<file path="src/rtl/ram_param.sv">
// Parametrised synchronous RAM with sa/s/e command style, burst auto-increment,
// registered read port with valid strobe, and a hardware clear sequencer.
module ram_param #(
  parameter int DATA_W = 8,
  parameter int ADDR_W = 8
) (
  input  logic              clk,
  input  logic              rst_n,
  input  logic [ADDR_W-1:0] a,
  input  logic              sa,
  input  logic              s,
  input  logic              e,
  input  logic              inc,
  input  logic              clr,
  input  logic [DATA_W-1:0] d_in,
  output logic [DATA_W-1:0] d_out,
  output logic              d_valid,
  output logic              busy
);

  localparam int DEPTH = 1 << ADDR_W;
  localparam logic [ADDR_W-1:0] LAST_ADDR = '1;

  typedef enum logic {
    ST_CLEAR,
    ST_IDLE
  } state_t;

  state_t            state_q, state_d;
  logic [ADDR_W-1:0] clr_cnt_q, clr_cnt_d;
  logic [ADDR_W-1:0] mar_q, mar_d;
  logic [DATA_W-1:0] d_out_q, d_out_d;
  logic              d_valid_q, d_valid_d;

  logic              mem_we;
  logic [ADDR_W-1:0] mem_waddr;
  logic [DATA_W-1:0] mem_wdata;

  // The array has no reset; the clear sequencer defines its contents.
  logic [DATA_W-1:0] mem [DEPTH];

  always_comb begin
    state_d   = state_q;
    clr_cnt_d = clr_cnt_q;
    mar_d     = mar_q;
    d_out_d   = '0;
    d_valid_d = 1'b0;
    mem_we    = 1'b0;
    mem_waddr = mar_q;
    mem_wdata = d_in;

    case (state_q)
      ST_CLEAR: begin
        mem_we    = 1'b1;
        mem_waddr = clr_cnt_q;
        mem_wdata = '0;
        clr_cnt_d = clr_cnt_q + ADDR_W'(1);
        if (clr_cnt_q == LAST_ADDR) begin
          state_d = ST_IDLE;
        end
      end
      ST_IDLE: begin
        if (clr) begin
          state_d   = ST_CLEAR;
          clr_cnt_d = '0;
        end else begin
          // Accesses use the current MAR; any address update lands next cycle.
          if (s) begin
            mem_we = 1'b1;
          end
          if (e) begin
            d_out_d   = mem[mar_q];
            d_valid_d = 1'b1;
          end
          if (sa) begin
            mar_d = a;
          end else if (inc) begin
            mar_d = mar_q + ADDR_W'(1);
          end
        end
      end
      default: begin
        state_d   = ST_CLEAR;
        clr_cnt_d = '0;
      end
    endcase
  end

  always_ff @(posedge clk or negedge rst_n) begin
    if (!rst_n) begin
      state_q   <= ST_CLEAR;
      clr_cnt_q <= '0;
      mar_q     <= '0;
      d_out_q   <= '0;
      d_valid_q <= 1'b0;
    end else begin
      state_q   <= state_d;
      clr_cnt_q <= clr_cnt_d;
      mar_q     <= mar_d;
      d_out_q   <= d_out_d;
      d_valid_q <= d_valid_d;
    end
  end

  always_ff @(posedge clk) begin
    if (mem_we) begin
      mem[mem_waddr] <= mem_wdata;
    end
  end

  assign d_out   = d_out_q;
  assign d_valid = d_valid_q;
  assign busy    = (state_q == ST_CLEAR);

endmodule

</file>
<file path="config.mk">
export PLATFORM = sky130hd
export DESIGN_NAME = ram_param
export DESIGN_NICKNAME = d
export VERILOG_FILES = /design/src/rtl/ram_param.sv
export SDC_FILE = /design/constraint.sdc
export NUM_CORES = 2
export LEC_CHECK = 0
export BUFFER_PORTS_ARGS = -buffer_cell sky130_fd_sc_hd__clkbuf_2
export CORE_UTILIZATION = 42
export DETAILED_ROUTE_END_ITERATION = 12
export PLACE_DENSITY = 0.68
export SYNTH_ARGS = -nofsm -noshare
export SYNTH_HDL_FRONTEND = slang
export SYNTH_SLANG_ARGS = --single-unit
</file>
<file path="constraint.sdc">
create_clock -name clk -period 13.8 [get_ports clk]
set_input_delay 3.45 -clock clk [delete_from_list [all_inputs] [get_ports clk]]
set_output_delay 3.45 -clock clk [all_outputs]
set_load 0.05 [all_outputs]
</file>
Word level (Yosys, flattened, before mapping)
Memories as Yosys holds them, arrays and structs flattened. Cells that the tools add are included.

Input port bits: 23. Latch bits: 0. Word-level logic and storage cells: 34. Bits in read-only memories: 0. RAM bits: 2048. Memories: 1. Register bits after elaboration: 26.

Memories: mem (depth 256, bits a word 8, rd ports 1, clocked after memory_dff 0, write ports 1, line 40) `logic [DATA_W-1:0] mem [DEPTH];`.

Order comparisons: 0. Multiplexer cells: 20. Add/sub/neg operators: 2. Reductions and logical operators: 2. Bitwise gates (word level): 2. Shifts and indexed selects: 0. Equal/unequal tests: 2. $mul: 0. Divide/modulo/power cells: 0.

Operator list (count): $mux 8 (8); $add 8x1->8 const B (2); $pmux 8 s2 (1); $mux 1 (9); $eq 8x8->1 const B (1); $pmux 1 s2 (2); $reduce_and 3->1 (1); $ne 2x2->1 const B (1); $not 1->1 (2); $reduce_bool 2->1 (1).

Depth between registers and ports, before layout
Word-level depth: 5. Mapped depth: 12. Mapped depth without buffers: 6.

Least setup slack after synthesis
No wires, ideal clock.

Path type: input to register. Start: in d_in[0]. End: mem mem[0][0], data pin. Setup slack: 6256 ps. Path buffers: 0. Stages: 1. Library setup time: 867 ps. Data required time: 12933 ps. Data arrival time: 6677 ps. Cells stage by stage: and2_1.

Longest elaborated chain between the ends: 1.

Ends and longest elaborated chain: from (decl) (line 15) `input logic [DATA_W-1:0] d_in,`; $mux 8 (line 52) `case (state_q)`; to (decl) (line 40).

No other way between the ends.

Worst setup path in the final report
Start: reg state_q. End: out busy.

Longest elaborated chain between the ends: 1.

Ends and longest elaborated chain: from (decl) (line 29) `state_t state_q, state_d;`; from (signal assigned) (line 97) `state_q <= state_d;`; $not 1->1; to (decl) (line 18) `output logic busy`.

No other way between the ends.

==> results.cfg <==
[cells_and_area]
drive_above_1_share = 0.225
final_cell_count_no_fill = 6605
finalCoreUtilization = 0.472
syn_to_final_growth_pct = 11.2
filler_cell_count = 15319
finish.net_count = 3948

[run]
max_cap_violations = 0

[floorplanning]
die_w_um = 441
floorplan.io_pins = 33
die-area_um2 = 195000
initial_core_util = 0.424
chipHeight_um = 441
core_area_um2 = 191000
rows = 160

[hold_path]
number_of_cells_on_the_worst_hold_path = 2
holdCritStartpoint = clr_cnt_q[1]$_DFFE_PN0P_
hold-path-endpoint = clr_cnt_q[1]$_DFFE_PN0P_
holdCritPathClass = reg2reg

[cts]
cts_post_setup_buffers_inserted = 0
tritoncts_num_sinks = 2074
clock-root-buffer = sky130_fd_sc_hd__clkbuf_16
post_cts_hold_buffer_count = 0
resized_cells_post_cts = 0
numCtsBuffers = 199
clock_latency_ps = 840
clock_tree.htree_level_count = 4
tritoncts = yes
clock_path_buffers = 3
clock_pin_slew_reported_for_the_worst_setup_and_hold_paths_after_clock_tree_synthesis_ps = 60

[detailed_routing]
drt_first_iter_violations = 6039
route.detailed.wl_per_inst_um = 32.6
remaining_drc_errors = 0
routed-via-count = 40542
routed_via_density = 6.14
detail-route-antenna-nets = 0
firstDrtPassIters = 6
route.final.wire_length_um = 216000

[sta]
min_period_ps = 5700
rsz_0062_raised_after_global_routing = false
finClkSkew_ps = 45.5
worst_slew_margin_rel = 0.224
hold_violations = 0
finalSetupTns_ps = 0
timing.final.crit_share = 0.413
worst_pin_slew_ps = 1160
timing_max_transition_violations_final = 0
max_clock_freq_mhz = 175
finalSetupViolations = 0

[grt]
grt_pass1_vias = 40162
globalRouteTotalUtil = 0.222
grt_pass1_wl_um = 305000
grt_antenna_before_repair = 8
grt_overflow_total = 0
grt_start_max_net_pins = 152

[yosys]
synth_xor_area_frac = 0.000649
yosys.area_share.adder = 0.000309
synth-seq-cells = 2074
syn_area_per_cell_um2 = 21.2
syn-cell-area_um2 = 81000
synth_ff_type = sky130_fd_sc_hd__edfxtp_1
synth_warnings = 0
synth_simple_gate_area_share = 0.0270
synth-edff-count = 2048
synth_compound_gate_area_share = 0.0268
synth_cells = 3823
synth-seq-area-share = 0.767
synth.mux.area_fraction = 0.160
ys_async_sr_fraction = 0.0125
synth_nets = 3848
netlist-cell-type-count = 71
synth_top_family_by_area = multiplexers

[place]
io_buffer_count = 32
dpl.hpwl_um = 130000
place.detailed.instances = 6233
final_estimated_routing_congestion_in_global_placement = 0.917

[run_status]
status = complete, no violations

[power]
power.static_leakage_uw = 0.0282
cellPowerDensity_nw_per_um2 = 155
vdd.ir_drop.worst_mv = 0.130

[worst_setup_path]
r2r_start = mar_q[1]$_DFFE_PN0P_
worst-setup-path-type = reg2out
r2r_slack_ps = 8100
cp-end-kind = primary output
r2r_end = d_out[6]$_DFF_PN0_
worstSetupStartpointType = flip-flop
ff2ff_path_depth = 9
cp_data_arrival_time_ps = 2250
critical_path.max_fanout = 42
critPathRequiredTime_ps = 10350
cells in the final DEF (no fill, tap or decap), types with 11 or more instances in the layout:
cell and instances:
sky130_fd_sc_hd__mux2i_1 168, sky130_fd_sc_hd__clkinv_1 49, sky130_fd_sc_hd__o22ai_1 45, sky130_fd_sc_hd__clkinv_2 33
sky130_fd_sc_hd__o21ai_1 11, sky130_fd_sc_hd__bufinv_16 14, sky130_fd_sc_hd__o21ai_0 53, sky130_fd_sc_hd__clkbuf_2 32
sky130_fd_sc_hd__dfrtp_1 21, sky130_fd_sc_hd__a21oi_1 32, sky130_fd_sc_hd__nor2_1 301, sky130_fd_sc_hd__nand3_1 16
sky130_fd_sc_hd__nand2_1 123, sky130_fd_sc_hd__a211oi_1 18, sky130_fd_sc_hd__buf_4 93, sky130_fd_sc_hd__a22oi_1 43
sky130_fd_sc_hd__mux4_2 478, sky130_fd_sc_hd__nor3_1 17, sky130_fd_sc_hd__o221ai_1 17, sky130_fd_sc_hd__edfxtp_1 2048
sky130_fd_sc_hd__clkbuf_1 42, sky130_fd_sc_hd__mux4_1 14, sky130_fd_sc_hd__a221oi_1 17, sky130_fd_sc_hd__clkbuf_16 199
layer usage:
| metal | vias to the layer above | track usage | wire, um | share of wire |
|---|---|---|---|---|
| li1 | 16124 | - | - | - |
| met1 | 21240 | 0.307 | 81000 | 0.38 |
| met2 | 2750 | 0.340 | 101000 | 0.47 |
| met3 | 424 | 0.0533 | 24400 | 0.11 |
| met4 | 4 | 0.0925 | 9430 | 0.044 |
| met5 | - | 0 | 20 | 0.000093 |
logic make-up after synthesis:
family / Yosys count
XOR/XNOR: 6
AND/OR/NAND/NOR: 520
adder cells (fa/ha/maj): 2
flip-flops: 2074
buffers and inverters: 239
AO/OA/AOI/OAI: 311
multiplexers: 671
critical path, cell delays in order, from the launching register on:
cell	delay [ps]
sky130_fd_sc_hd__dfrtp_1	360
sky130_fd_sc_hd__buf_4	260
sky130_fd_sc_hd__inv_1	420
sky130_fd_sc_hd__clkbuf_2	370
cells in the mapped netlist (all sizes together), types with 12 or more instances:
library cell / count / area [um2]
nand3: 16 / 80.1
mux4: 492 / 11100
o221ai: 17 / 149
buf: 141 / 1090
a211oi: 18 / 135
a22oi: 43 / 323
nor2: 301 / 1130
edfxtp: 2048 / 61500
nor3: 17 / 85.1
nand2: 123 / 462
and2: 12 / 75.1
o22ai: 45 / 282
a21oi: 32 / 160
o21ai: 64 / 320
mux2i: 168 / 1680
a221oi: 18 / 164
dfrtp: 26 / 651
clkbuf: 91 / 342
flip-flops by register name, summed over array words and instances, names as in the netlist:
name	cells
mem	2048
clr_cnt_q	8
d_out	8
mar_q	8
d_valid	1
state_q	1
power by group:
part / leakage (uW) / switching [uW] / total, uW / internal, uW
clock: 0.00308 / 2360 / 5310 / 2950
sequential: 0.0193 / 78.1 / 7070 / 6990
combinational: 0.00580 / 1030 / 1550 / 527
worst max path at each step:
stage                       endpoint  depth (start not counted)                 start
2_1_floorplan    mem[0][0]$_DFFE_PP_                          1               d_in[0]
3_3_place_gp   mem[199][0]$_DFFE_PP_                          7                   clr
3_5_place_dp   mem[199][3]$_DFFE_PP_                          7                   clr
4_1_cts                         busy                          3     state_q$_DFF_PN0_
5_1_grt           d_out[1]$_DFF_PN0_                          8  mar_q[0]$_DFFE_PN0P_
6_report                        busy                          3     state_q$_DFF_PN0_
area by class of cell:
class	instances	area, um2	area share
flip-flops and latches	2074	62200	0.690
clock buffers	244	5180	0.0575
multi-input cells	1510	17400	0.193
repair buffers	131	978	0.0109
inverters	7	33.8	0.000375
clock inverters	124	1160	0.0129
diodes	4	10.0	0.000111
well taps	2511	3140	0.0349
through the flow:
step | hold slack, ps | total power [uW] | cell area (um2) | setup WS [ps]
3_5_place_dp | 606 | 8720 | 83700 | 7440
2_1_floorplan | 530 | 8130 | 81000 | 6260
3_3_place_gp | 588 | 8720 | 83700 | 7380
4_1_cts | 622 | 14000 | 90100 | 8090
5_1_grt | 651 | 14300 | 90100 | 8000
6_report | 628 | 13900 | 90100 | 8100
Note: power is estimated with default switching activity, not from simulation.
